--- src/rtl/cmp_result_filter_if.sv ---
// Bundles the comparator-result filter's sample inputs and debounced outputs.
//   enable, eq, gt, lt, clr : sample qualifier, comparator flags, counter/err clear
//   stable_eq/gt/lt, change : debounced relation and its one-cycle update pulse
//   eq_cnt, gt_cnt, lt_cnt  : saturating per-relation sample counters
//   err                     : sticky illegal-sample flag
//   dbg_state               : current FSM state encoding, for observation only
// Handshake: there is no backpressure. Each rising clock edge with enable=1 is
// one sample; every output is valid on every cycle and is updated only on
// clock edges (or cleared by the asynchronous reset).
interface cmp_result_filter_if #(
    parameter int CNT_W = 8
);
    logic             enable;
    logic             eq;
    logic             gt;
    logic             lt;
    logic             clr;
    logic             stable_eq;
    logic             stable_gt;
    logic             stable_lt;
    logic             change;
    logic [CNT_W-1:0] eq_cnt;
    logic [CNT_W-1:0] gt_cnt;
    logic [CNT_W-1:0] lt_cnt;
    logic             err;
    logic [1:0]       dbg_state;

    modport master (
        output enable, eq, gt, lt, clr,
        input  stable_eq, stable_gt, stable_lt, change,
        input  eq_cnt, gt_cnt, lt_cnt, err, dbg_state
    );

    modport slave (
        input  enable, eq, gt, lt, clr,
        output stable_eq, stable_gt, stable_lt, change,
        output eq_cnt, gt_cnt, lt_cnt, err, dbg_state
    );
endinterface

--- src/rtl/cmp_result_filter.sv ---
// Debounces the eq/gt/lt outputs of a magnitude comparator into a stable
// registered relation, counts accepted samples per relation (saturating) and
// flags non-one-hot samples.
// Ports:
//   clk   : rising-edge clock
//   rst_n : asynchronous active-low reset
//   bus   : cmp_result_filter_if slave (sample inputs, debounced outputs)
module cmp_result_filter #(
    parameter int DEBOUNCE = 4,
    parameter int CNT_W    = 8
) (
    input  logic                  clk,
    input  logic                  rst_n,
    cmp_result_filter_if.slave    bus
);
    typedef enum logic [1:0] {
        S_NONE = 2'd0,
        S_EQ   = 2'd1,
        S_GT   = 2'd2,
        S_LT   = 2'd3
    } state_t;

    // Candidate relation uses the same encoding as the state so a finished run
    // maps directly onto its target state.
    localparam logic [3:0] RUN_MAX = 4'(DEBOUNCE);
    localparam logic [CNT_W-1:0] CNT_MAX = '1;

    state_t           state, state_nxt;
    state_t           cand, cand_nxt;
    state_t           samp;
    logic [3:0]       run, run_nxt;
    logic             change_nxt;
    logic             valid, illegal;
    logic [CNT_W-1:0] eq_cnt, gt_cnt, lt_cnt;
    logic             err;

    assign valid   = bus.enable & $onehot({bus.eq, bus.gt, bus.lt});
    assign illegal = bus.enable & ~$onehot({bus.eq, bus.gt, bus.lt});

    always_comb begin
        samp = S_LT;
        if (bus.eq)      samp = S_EQ;
        else if (bus.gt) samp = S_GT;
    end

    always_comb begin
        state_nxt  = state;
        cand_nxt   = cand;
        run_nxt    = run;
        change_nxt = 1'b0;
        if (illegal) begin
            // A glitchy sample breaks the current run but leaves the stable relation alone.
            cand_nxt = S_NONE;
            run_nxt  = 4'd0;
        end else if (valid) begin
            if (samp == cand) begin
                run_nxt = (run >= RUN_MAX) ? RUN_MAX : run + 4'd1;
            end else begin
                cand_nxt = samp;
                run_nxt  = 4'd1;
            end
            if (run_nxt == RUN_MAX && state != samp) begin
                state_nxt  = samp;
                change_nxt = 1'b1;
            end
        end
    end

    always_ff @(posedge clk or negedge rst_n) begin
        if (!rst_n) begin
            state      <= S_NONE;
            cand       <= S_NONE;
            run        <= 4'd0;
            bus.change <= 1'b0;
        end else begin
            state      <= state_nxt;
            cand       <= cand_nxt;
            run        <= run_nxt;
            bus.change <= change_nxt;
        end
    end

    // clr has priority over a same-edge increment or error set.
    always_ff @(posedge clk or negedge rst_n) begin
        if (!rst_n) begin
            eq_cnt <= '0;
            gt_cnt <= '0;
            lt_cnt <= '0;
            err    <= 1'b0;
        end else if (bus.clr) begin
            eq_cnt <= '0;
            gt_cnt <= '0;
            lt_cnt <= '0;
            err    <= 1'b0;
        end else begin
            if (illegal) err <= 1'b1;
            if (valid) begin
                case (samp)
                    S_EQ:    if (eq_cnt != CNT_MAX) eq_cnt <= eq_cnt + 1'b1;
                    S_GT:    if (gt_cnt != CNT_MAX) gt_cnt <= gt_cnt + 1'b1;
                    default: if (lt_cnt != CNT_MAX) lt_cnt <= lt_cnt + 1'b1;
                endcase
            end
        end
    end

    assign bus.stable_eq = (state == S_EQ);
    assign bus.stable_gt = (state == S_GT);
    assign bus.stable_lt = (state == S_LT);
    assign bus.eq_cnt    = eq_cnt;
    assign bus.gt_cnt    = gt_cnt;
    assign bus.lt_cnt    = lt_cnt;
    assign bus.err       = err;
    assign bus.dbg_state = state;
endmodule
--- src/flat_wrapper.sv ---
// flat-port wrapper written by rule: the top's interface ports become plain ports
module cmp_result_filter_flat 
#(
    parameter int DEBOUNCE = 4,
    parameter int CNT_W    = 8
)
  (clk, rst_n, bus_enable, bus_eq, bus_gt, bus_lt, bus_clr, bus_stable_eq, bus_stable_gt, bus_stable_lt, bus_change, bus_eq_cnt, bus_gt_cnt, bus_lt_cnt, bus_err, bus_dbg_state);
  cmp_result_filter_if #(.CNT_W(CNT_W)) bus_i ();
  input  logic clk;
  input  logic rst_n;
  input wire logic [$bits(bus_i.enable)-1:0] bus_enable;
  input wire logic [$bits(bus_i.eq)-1:0] bus_eq;
  input wire logic [$bits(bus_i.gt)-1:0] bus_gt;
  input wire logic [$bits(bus_i.lt)-1:0] bus_lt;
  input wire logic [$bits(bus_i.clr)-1:0] bus_clr;
  output wire logic [$bits(bus_i.stable_eq)-1:0] bus_stable_eq;
  output wire logic [$bits(bus_i.stable_gt)-1:0] bus_stable_gt;
  output wire logic [$bits(bus_i.stable_lt)-1:0] bus_stable_lt;
  output wire logic [$bits(bus_i.change)-1:0] bus_change;
  output wire logic [$bits(bus_i.eq_cnt)-1:0] bus_eq_cnt;
  output wire logic [$bits(bus_i.gt_cnt)-1:0] bus_gt_cnt;
  output wire logic [$bits(bus_i.lt_cnt)-1:0] bus_lt_cnt;
  output wire logic [$bits(bus_i.err)-1:0] bus_err;
  output wire logic [$bits(bus_i.dbg_state)-1:0] bus_dbg_state;
  assign bus_i.enable = bus_enable;
  assign bus_i.eq = bus_eq;
  assign bus_i.gt = bus_gt;
  assign bus_i.lt = bus_lt;
  assign bus_i.clr = bus_clr;
  assign bus_stable_eq = bus_i.stable_eq;
  assign bus_stable_gt = bus_i.stable_gt;
  assign bus_stable_lt = bus_i.stable_lt;
  assign bus_change = bus_i.change;
  assign bus_eq_cnt = bus_i.eq_cnt;
  assign bus_gt_cnt = bus_i.gt_cnt;
  assign bus_lt_cnt = bus_i.lt_cnt;
  assign bus_err = bus_i.err;
  assign bus_dbg_state = bus_i.dbg_state;
  cmp_result_filter #(.DEBOUNCE(DEBOUNCE), .CNT_W(CNT_W)) u_core (.clk(clk), .rst_n(rst_n), .bus(bus_i));
endmodule
--- config.mk ---
export PLATFORM = sky130hd
export DESIGN_NAME = cmp_result_filter_flat
export DESIGN_NICKNAME = d
export VERILOG_FILES = /design/src/rtl/cmp_result_filter_if.sv /design/src/rtl/cmp_result_filter.sv /design/src/flat_wrapper.sv
export SDC_FILE = /design/constraint.sdc
export NUM_CORES = 1
export LEC_CHECK = 0
export ABC_CLOCK_PERIOD_IN_PS = 1700
export CORE_AREA = 2 2 67 69
export CTS_CLUSTER_SIZE = 12
export DETAILED_ROUTE_END_ITERATION = 8
export DIE_AREA = 0 0 69 71
export GPL_ROUTABILITY_DRIVEN = 0
export PLACE_DENSITY = 0.79
export SLEW_MARGIN = 5
export SYNTH_ARGS = -nofsm -noshare
export SYNTH_HDL_FRONTEND = slang
export SYNTH_SLANG_ARGS = --single-unit
--- constraint.sdc ---
create_clock -name clk -period 1.7 [get_ports clk]
set_input_delay 0.425 -clock clk [delete_from_list [all_inputs] [get_ports clk]]
set_output_delay 0.425 -clock clk [all_outputs]
set_load 0.01 [all_outputs]
==> After elaboration in Yosys (flattened, before gate mapping) <==
Index checks and enable logic that the tools add are counted.
{ "word_totals": {"regBits": 34, "input_bits": 7, "output_inout_bits": 31, "word_cells": 76} }
{ "op_classes": {"n_addsub": 6, "magnitude_cmp": 1, "eq_ne": 14, "n_mux": 28, "bitwise_logic": 4, "reduce_logical": 15} }
{ "ops": {"columns": ["op", "count"], "rows": [
  ["two-way mux 8 bit", 12],
  ["adder 8 x 1 -> 8 bit (second input constant)", 3],
  ["two-way mux 4 bit", 6],
  ["!= test 8 bit (second input constant)", 3],
  ["nonzero test 2 bit", 8],
  ["AND reduction 3 bit", 4],
  ["two-way mux 2 bit", 4],
  ["equality test 2 x 1 -> 1 bit (second input constant)", 3],
  ["equality test 2 bit (second input constant)", 3],
  ["two-way mux 1 bit", 6],
  ["adder 4 x 1 -> 4 bit (second input constant)", 1],
  ["equality test 4 x 3 -> 1 bit (second input constant)", 1],
  [">= comparator 4 x 3 -> 1 bit (second input constant)", 1],
  ["!= test 2 x 1 -> 1 bit (second input constant)", 2],
  ["adder 1 x 1 -> 2 bit", 1],
  ["adder 2 x 1 -> 2 bit", 1],
  ["AND 1 bit", 2],
  ["equality test 2 bit", 1],
  ["!= test 2 bit", 1],
  ["NOT 1 bit", 2],
  ["AND reduction 2 bit", 1],
  ["OR reduction 2 bit", 1],
  ["logical AND 1 bit", 1]
]} }

==> Logic depth before layout (Yosys ltp) <==
Gate-level depths: netlist of run 1.
{ "depth": {"word_depth": 11, "depth_mapped": 6} }

==> Worst setup path before layout of run 1 <==
No wires, ideal clock.
{ "synth_timing": {"path_type": "input -> register", "startpoint": "input bus_lt", "endpoint": "register u_core.gt_cnt[5], in the netlist u_core.bus.gt_cnt[5]", "setup_ns": 0.078, "t_arrival_ns": 2.204, "t_required_ns": 1.622, "setup_slack_ns": -0.582, "path_stages": 5, "path_buffers": 0, "cell_sequence": "fa_1 nand3b_4 or3_4 or4_1 a21oi_1"} }
{ "synth_between": {"elab_chain_cells": 6} }
{ "synth_lines": {"columns": ["element", "line", "rtl"], "rows": [
  ["from (decl)", "flat_wrapper.sv:14", "input wire logic [$bits(bus_i.lt)-1:0] bus_lt;"],
  ["adder 1 x 1 -> 2 bit (implied by the code)", "cmp_result_filter.sv:37", "assign valid = bus.enable & $onehot({bus.eq, bus.gt, bus.lt});"],
  ["adder 2 x 1 -> 2 bit (implied by the code)", "cmp_result_filter.sv:37", null],
  ["equality test 2 x 1 -> 1 bit", "cmp_result_filter.sv:37", null],
  ["AND 1 bit", "cmp_result_filter.sv:37", null],
  ["nonzero test 2 bit (no source line)", null, null],
  ["AND reduction 3 bit (no source line)", null, null],
  ["to (signal assigned)", "cmp_result_filter.sv:100", "S_GT: if (gt_cnt != CNT_MAX) gt_cnt <= gt_cnt + 1'b1;"],
  ["to (decl)", "cmp_result_filter.sv:34", "logic [CNT_W-1:0] eq_cnt, gt_cnt, lt_cnt;"]
]} }
Every way passes these cells.
A chain may end at the register's enable or synchronous reset.

==> Worst setup path after layout of run 1 <==
{ "layout_timing": {"startpoint": "input bus_gt", "endpoint": "register u_core.gt_cnt[7], in the netlist u_core.bus.gt_cnt[7]"} }
{ "layout_between": {"elab_chain_cells": 6} }
{ "layout_lines": {"columns": ["element", "line", "rtl"], "rows": [
  ["from (decl)", "flat_wrapper.sv:13", "input wire logic [$bits(bus_i.gt)-1:0] bus_gt;"],
  ["adder 1 x 1 -> 2 bit (implied by the code)", "cmp_result_filter.sv:37", null],
  ["adder 2 x 1 -> 2 bit (implied by the code)", "cmp_result_filter.sv:37", null],
  ["equality test 2 x 1 -> 1 bit", "cmp_result_filter.sv:37", null],
  ["AND 1 bit", "cmp_result_filter.sv:37", null],
  ["nonzero test 2 bit (no source line)", null, null],
  ["AND reduction 3 bit (no source line) *", null, null]
]} }
Every way passes the cells marked *; elsewhere a longest branch is shown, timed or not.

==> results of run 1 <==
through the flow:
| stage | area, um2 | hold WS [ns] | setup slack, ns |
|---|---|---|---|
| after floorplan | 1910 | 0.129 | -0.472 |
| after global placement | 2610 | 0.494 | -0.983 |
| after detailed placement | 2610 | 0.507 | -1.03 |
| after CTS | 2920 | 0.505 | -0.452 |
| after global routing | 3090 | 0.523 | -0.423 |
| final | 3090 | 0.507 | -0.375 |
worst max-delay path, delay by kind of cell:
kind | cells | cell delay [ns]
simple gates | 2 | 0.44
fa+ha+maj | 1 | 0.59
buf+inv | 4 | 0.48
compound gates | 2 | 0.32
cell type report:
type                            instances  share of cell area
Timing Repair Buffer                   95               0.279
Multi-Input combinational cell        136               0.374
Clock buffer                            8              0.0356
Inverter                               11              0.0133
Tap cell                               52              0.0210
Sequential cell                        34               0.277
report_power, final:
part	switching (mW)	leakage, nW	internal (mW)
combinational	0.151	0.994	0.147
sequential	0.0146	0.457	0.830
clock	0.305	0.0575	0.409
path summary, 6_finish.rpt:
kind	slack [ns]	from	cells past startpoint	end
max in group asynchronous	1.00	rst_n	2	u_core.bus.lt_cnt[7]
hold / removal	0.51	rst_n	2	u_core.bus.gt_cnt[0]
hold reg to reg	0.55	u_core.cand[1]	1	u_core.cand[1]
setup / recovery	-0.38	bus_gt	9	u_core.bus.gt_cnt[7]
min in group clk	0.53	bus_eq	3	u_core.bus.dbg_state[1]
setup reg to reg	-0.01	u_core.run[0]	5	u_core.bus.dbg_state[0]
sequential cells by signal, summed over array words and instances (netlist names):
| register | cells |
|---|---|
| u_core.bus.gt_cnt | 8 |
| u_core.bus.change | 1 |
| u_core.cand | 2 |
| u_core.bus.lt_cnt | 8 |
| u_core.run | 4 |
| u_core.bus.err | 1 |
| u_core.bus.eq_cnt | 8 |
| u_core.bus.dbg_state | 2 |
repair_timing:
action | CTS | global route
endpoints found under the setup margin | 53 | 37
setup buffers | 16 | 5
gates resized for setup | 48 | 37
endpoints found under the hold margin | 0 | 0
pin swaps | 16 | 11
synthesized netlist by cell type (all sizes together) (3+ instances only):
| cell type | n | area [um2] |
|---|---|---|
| nor3 | 4 | 20.0 |
| o41ai | 3 | 26.3 |
| or4 | 4 | 30.0 |
| nor2b | 5 | 31.3 |
| mux2i | 4 | 40.0 |
| nand2 | 8 | 30.0 |
| inv | 11 | 41.3 |
| nand2b | 4 | 25.0 |
| dfrtp | 34 | 851 |
| nand4 | 7 | 43.8 |
| clkbuf | 5 | 18.8 |
| or3 | 3 | 23.8 |
| ha | 4 | 50.1 |
| xor2 | 6 | 52.6 |
| o31ai | 3 | 22.5 |
| nor2 | 17 | 63.8 |
| o211ai | 3 | 22.5 |
| and3 | 3 | 18.8 |
| o21ai | 9 | 45.0 |
| a21oi | 9 | 45.0 |
| nand3 | 7 | 35.0 |
| mux2 | 4 | 45.0 |
cell families (layout without fill, tap and decap cells):
logic type / Yosys count / after routing / share of synthesized area
flip-flops: 34 / 34 / 0.457
AO/OA/AOI/OAI: 40 / 40 / 0.149
multiplexers: 8 / 8 / 0.0457
AND/OR/NAND/NOR: 76 / 76 / 0.241
buffers and inverters: 18 / 114 / 0.0370
XOR/XNOR: 7 / 7 / 0.0329
adder cells (fa/ha/maj): 5 / 5 / 0.0376
per-layer routing:
layer / vias to the layer above / part of all wire / track usage
met3: 8 / 0.035 / 0.0456
met1: 911 / 0.43 / 0.257
li1: 889 / - / -
met4: 0 / 0.018 / 0.0959
met5: - / 0 / 0
met2: 51 / 0.52 / 0.386
==> flow_metrics.tcl, run 1 <==
set metrics [dict create \
    status "finished with violations" \
    violations "setup timing" \
    grt_usage 0.218 \
    clockRootBuffer "clkbuf_8" \
    required_ns 1.87 \
    antenna_found_initial 0 \
    power_density_nw_per_um2 600 \
    port_buffers 37 \
    synthCells 188 \
    power.total_mw 1.86 \
    syn_area_per_cell_um2 9.90 \
    start_util 0.443 \
    fin_util 0.736 \
    die_height_um 71 \
    crit_path_end_kind "flip-flop" \
    ys.flop_type "dfrtp_1" \
    hold_buffers 0 \
    seq_area_um2 856 \
    synth_seq_cells 34 \
    routed_via_density 5.53 \
    totalNegativeSetupSlack_ns -5.35 \
    cts_buffer_depth 2 \
    clk_latency_ns 0.29 \
    dp_cells 307 \
    crit_top_cell "buf_6" \
    drt-initial-drc-count 96 \
    synth_nets 200 \
    vias 1859 \
    critPathArrivalTime_ns 2.24 \
    layout_worst_path_cycle_share 1.22 \
    core-area_um2 4200 \
    htree_levels 2 \
    setup_ws_ns -0.375 \
    fin_cells 336 \
    cts_buffers 5 \
    routed_wl_mm 5.22 \
    rsz0062_at_grt "true" \
    die-area_um2 4900 \
    vdd_ir_drop_max_mv 0.425 \
    tightest_slew_ns 0.304 \
    die_x_um 69 \
    grt_pass1_wl_mm 8.48 \
    final_common_cell "buf_4" \
    multi_input_area_um2 1160 \
    grt_start_max_net_pins 35 \
    drtPass1Iterations 4 \
    cts_tree "yes" \
    drv_slew 0 \
    maxCapViolations 0 \
    synth_area_um2 1860 \
    cp_slowest_stage_delay_ns 0.59 \
    grt_pass1_vias 1864 \
    p_leak_nw 1.51 \
    slew_headroom 0.796 \
    fmax_mhz 482 \
    setup_viol 27 \
    nNetsFinal 295 \
    drc 0 \
    clk_pin_slew_ns 0.07 \
    dp_hpwl_mm 3.18 \
    num_rows 24 \
    crit_path_start_kind "primary input" \
    detail-route-antenna-nets 0 \
    period_minus_slack_ns 2.08 \
    cts_sinks 34 \
    num_io_pins 38 \
    slowest_stage "fa_2" \
    layout_common_cells "buf_4 (46), dfrtp_1 (30), nor2_1 (17)" \
    fillCellCount 294 \
    syn_to_final_growth_pct 66.2 \
    yosys_warnings 0 \
    seq_area_frac_synth 0.457 \
    grt-ovfl-total 0 \
    worstSetupPathType "primary input to flip-flop" \
    crit_chain "buf_6, fa_2, nand3b_4, buf_12, or3_4, buf_6, buf_6, o311ai_2, o41ai_1" \
    n_antenna_cell 0 \
    synth.distinct_cells 47 \
    hold_class "primary input to async pin" \
    fin_skew_ns 0.00343 \
    synth_edf_count 0 \
    crit_fanout 4 \
    routedWlPerCell_um 15.5 \
    finalHoldViolations 0 \
    drive_gt1_frac 0.408 \
    synthArstFlopShare 1.00 \
]
Power figures use the tool's default switching activity.
==> run 2: changes to the inputs <==
CORE_AREA = 2 2 61 63   (was 2 2 67 69)
DIE_AREA = 0 0 63 65   (was 0 0 69 71)
DONT_BUFFER_PORTS = 1   (was default)
PLACE_DENSITY = 0.77   (was 0.79)
==> flow_metrics.tcl, run 2 (same netlist as run 1, synthesis figures left out) <==
set metrics [dict create \
    status "finished with violations" \
    violations "setup timing" \
    totalNegativeSetupSlack_ns -0.970 \
    vias 1765 \
    port_buffers 0 \
    crit_path_start_kind "primary input" \
    cts_tree "yes" \
    routed_via_density 6.11 \
    die-area_um2 4100 \
    core-area_um2 3500 \
    power.total_mw 1.54 \
    setup_viol 15 \
    n_antenna_cell 0 \
    p_leak_nw 1.14 \
    drtPass1Iterations 4 \
    antenna_found_initial 0 \
    pwr-share-seq 0.552 \
    start_util 0.533 \
    fmax_mhz 544 \
    period_minus_slack_ns 1.84 \
    layout_common_cells "buf_4 (46), dfrtp_1 (34), nor2_1 (17)" \
    power_density_nw_per_um2 604 \
    rsz0062_at_grt "true" \
    setup_ws_ns -0.139 \
    placed_area_um2 2220 \
    multi_input_area_um2 1120 \
    nNetsFinal 253 \
    post-place-ws_ns -0.552 \
    vdd_ir_drop_max_mv 0.535 \
    r2r_slack_ns 0.01 \
    grt_start_max_net_pins 35 \
    crit_path_end_kind "flip-flop" \
    num_rows 22 \
    routedWlPerCell_um 17.8 \
    layout_worst_path_cycle_share 1.08 \
    cts_sinks 34 \
    grt-ovfl-total 0 \
    cts_buffer_depth 2 \
    dp_hpwl_mm 3.27 \
    fin_util 0.729 \
    drv_slew 0 \
    htree_levels 2 \
    switchingPower_uw 424 \
    syn_to_final_growth_pct 37.0 \
    intPower_mw 1.12 \
    final_common_cell "buf_4" \
    clk_latency_ns 0.36 \
    seq_area_um2 851 \
    clock_power_share 0.283 \
    p_comb_frac 0.165 \
    fin_skew_ns 0.00860 \
    slew_headroom 0.731 \
    die_x_um 63 \
    drc 0 \
    grt_usage 0.257 \
    reg.largest.list "u_core.bus.eq_cnt x8, u_core.bus.gt_cnt x8, u_core.bus.lt_cnt x8" \
    critPathArrivalTime_ns 2.13 \
    num_io_pins 38 \
    finalHoldViolations 0 \
    grt_pass1_vias 1800 \
    drt-initial-drc-count 118 \
    clk_pin_slew_ns 0.10 \
    cts_buffers 5 \
    maxCapViolations 0 \
    clockRootBuffer "clkbuf_4" \
    switching_share 0.275 \
    routed_wl_mm 5.14 \
    hold_class "primary input to flip-flop" \
    tightest_slew_ns 0.401 \
    worstSetupPathType "primary input to flip-flop" \
    die_height_um 65 \
    grt_pass1_wl_mm 8.16 \
    detail-route-antenna-nets 0 \
    fin_area_um2 2550 \
    drive_gt1_frac 0.390 \
    required_ns 2.00 \
    crit_fanout 4 \
    fillCellCount 227 \
]
run 2: worst paths after layout:
kind                                      startpoint                      end  cells after the start
worst max-delay path                          bus_lt     u_core.bus.gt_cnt[5]                      6
worst min-delay path                         bus_clr     u_core.bus.lt_cnt[4]                      1
worst max register to register  u_core.bus.gt_cnt[0]     u_core.bus.gt_cnt[5]                      5
worst min register to register        u_core.bus.err           u_core.bus.err                      2
max in group asynchronous                      rst_n     u_core.bus.lt_cnt[7]                      2
min in group asynchronous                      rst_n  u_core.bus.dbg_state[1]                      2
run 2: layout make-up:
type                       instances  share of cell area
multi-input combinational        136               0.440
sequential                        34               0.334
timing repair buffer              53               0.169
tap                               48              0.0236
clock buffer                       7              0.0177
inverter                          11              0.0162
run 2: worst max-delay path, stage by stage:
cell      delay [ns]
fa_2            0.58
nand3b_4        0.09
buf_6           0.13
or3_4           0.35
or4_4           0.43
a21oi_2         0.13
run 2: power groups by stage:
stage	registers, mW	logic, mW	clock network (mW)
floorplan	0.871	0.103	0
global placement	0.863	0.150	0
detailed placement	0.865	0.160	0
CTS	0.848	0.213	0.445
global route	0.853	0.276	0.468
finish	0.851	0.253	0.436
run 2: stage by stage:
step / std cells / hold WS, ns
after floorplan: 188 / 0.129
after global placement: 267 / 0.130
after detailed placement: 267 / 0.130
after CTS: 282 / 0.112
after global routing: 289 / 0.107
final: 289 / 0.113
run 2: timing repair:
action,in CTS,in global routing
buffers inserted,6,7
hold buffers,2,0
hold endpoints to repair,34,0
pin swaps,8,10
resized for setup,10,22
endpoints found under the setup margin,14,22
run 2: metal layers:
metal	wire, um	vias up	global-route usage
met1	2060	892	0.304
li1	-	801	-
met4	136	0	0.125
met5	0	-	0
met2	2670	60	0.426
met3	276	12	0.0816
==> run 3: changes to the inputs <==
ABC_CLOCK_PERIOD_IN_PS = 2200   (was 1700)
CORE_AREA = 3 3 57 59   (was 2 2 61 63)
DIE_AREA = 0 0 60 62   (was 0 0 63 65)
PLACE_DENSITY = 0.86   (was 0.77)
clock period = 2.2 ns   (was 1.7 ns; I/O delays follow)
==> flow_metrics.tcl, run 3 (same netlist as run 1, synthesis figures left out) <==
set metrics [dict create \
    grt_pass1_wl_mm 7.14 \
    syn_to_final_growth_pct 11.6 \
    tightest_slew_ns 0.528 \
    period_minus_slack_ns 2.00 \
    switchingPower_uw 290 \
    layout_worst_path_cycle_share 0.908 \
    crit_path_start_kind "primary input" \
    power_density_nw_per_um2 544 \
    fin_cells 231 \
    power.total_mw 1.13 \
    routedWlPerCell_um 18.1 \
    layout_common_cells "dfrtp_1 (34), nor2_1 (17), inv_1 (11), buf_4 (11)" \
    detail-route-antenna-nets 0 \
    multi_input_area_um2 972 \
    nNetsFinal 213 \
    clk_pin_slew_ns 0.10 \
    grt-ovfl-total 0 \
    antenna_found_initial 0 \
    num_rows 19 \
    post-place-ws_ns -0.142 \
    crit_buf_inv 1 \
    vdd_ir_drop_max_mv 0.480 \
    crit_path_end_kind "flip-flop" \
    fillCellCount 186 \
    cp_slowest_stage_delay_ns 0.59 \
    drive_gt1_frac 0.160 \
    crit_fanout 12 \
    worstSetupPathType "primary input to flip-flop" \
    intPower_uw 840 \
    cts_buffer_depth 2 \
    seq_area_um2 851 \
    critPathArrivalTime_ns 2.21 \
    slew_headroom 0.645 \
    die_x_um 60 \
    drc 0 \
    p_leak_nw 0.905 \
    rsz0062_at_grt "false" \
    grt_start_max_net_pins 35 \
    start_util 0.675 \
    whs_ns 0.0268 \
    reg.largest.list "u_core.bus.eq_cnt x8, u_core.bus.gt_cnt x8, u_core.bus.lt_cnt x8" \
    dp_cells 224 \
    critical_path.top_delay_family "adder cells" \
    cts_sinks 34 \
    routed_wl_mm 4.18 \
    cts_tree "yes" \
    status "complete, no violations" \
    die_height_um 62 \
    r2r_slack_ns 0.23 \
    hold_class "primary input to async pin" \
    switching_share 0.257 \
    crit_chain "fa_2, nand3b_4, buf_12, or3_4, o311ai_0, o41ai_1" \
    die-area_um2 3720 \
    clk_latency_ns 0.34 \
    maxCapViolations 0 \
    grt_pass1_vias 1587 \
    required_ns 2.41 \
    routed_via_density 6.65 \
    cts_buffers 5 \
    pwr-share-seq 0.590 \
    core-area_um2 2760 \
    finalHoldViolations 0 \
    n_antenna_cell 0 \
    cts_setup_buffers 0 \
    setup_viol 0 \
    drtPass1Iterations 4 \
    clockRootBuffer "clkbuf_4" \
    p_comb_frac 0.102 \
    dp_hpwl_mm 2.81 \
    clock_power_share 0.308 \
    grt_usage 0.259 \
    drv_slew 0 \
    fmax_mhz 501 \
    num_io_pins 38 \
    drt-initial-drc-count 75 \
    htree_levels 2 \
    final_common_cell "dfrtp_1" \
    vias 1537 \
    setup_ws_ns 0.202 \
    fin_skew_ns 0.00751 \
    port_buffers 0 \
    slowest_stage "fa_2" \
]
==> run 3: power groups by stage <==
stage / logic [mW] / clock network [mW] / registers [mW]
finish: 0.115 / 0.348 / 0.667
global route: 0.128 / 0.379 / 0.670
CTS: 0.116 / 0.353 / 0.666
detailed placement: 0.0985 / 0 / 0.679
global placement: 0.0922 / 0 / 0.677
floorplan: 0.0784 / 0 / 0.673
==> run 3: worst register-to-register path: cells and delay by family (launching register included) <==
family | cells | cell delay, ns
compound gates | 2 | 0.23
fa+ha+maj | 1 | 0.22
buf+inv | 1 | 0.25
flops | 1 | 0.50
simple gates | 2 | 0.70
==> run 3: final cells by class <==
cell class	instances	area share
multi-input combinational	136	0.468
sequential	34	0.410
timing repair buffer	13	0.0590
clock buffer	6	0.0247
inverter	11	0.0199
tap	31	0.0187
==> run 3: per-stage QoR <==
step | setup TNS (ns) | cell area [um2] | utilization
final | 0 | 2080 | 0.753
after global routing | 0 | 2080 | 0.753
after CTS | 0 | 2080 | 0.753
after detailed placement | -1.13 | 2010 | 0.727
after global placement | -0.710 | 2010 | 0.727
after floorplan | -0.284 | 1900 | -
==> run 3: final timing paths <==
kind                                           start                   end  cells past startpoint
max in group asynchronous                      rst_n  u_core.bus.eq_cnt[4]                      1
worst max register to register  u_core.bus.lt_cnt[0]  u_core.bus.lt_cnt[3]                      6
worst min-delay path                           rst_n  u_core.bus.gt_cnt[2]                      1
worst min register to register         u_core.run[1]         u_core.run[1]                      2
min in group clk                             bus_clr  u_core.bus.lt_cnt[4]                      1
worst max-delay path                          bus_eq  u_core.bus.gt_cnt[7]                      6
==> run 3: repair_timing <==
action | CTS | global route
endpoints found under the setup margin | 0 | 0
hold endpoints to repair | 34 | 0
resized for setup | 0 | 0
hold buffers | 1 | 0
==> run 3: metal layers <==
metal / part of all wire / GRT usage / vias to the layer above / wire, um
met1: 0.42 / 0.302 / 748 / 1770
li1: - / - / 721 / -
met4: 0.017 / 0.123 / 0 / 72
met2: 0.48 / 0.424 / 58 / 2010
met5: 0 / 0 / - / 0
met3: 0.078 / 0.0992 / 10 / 328
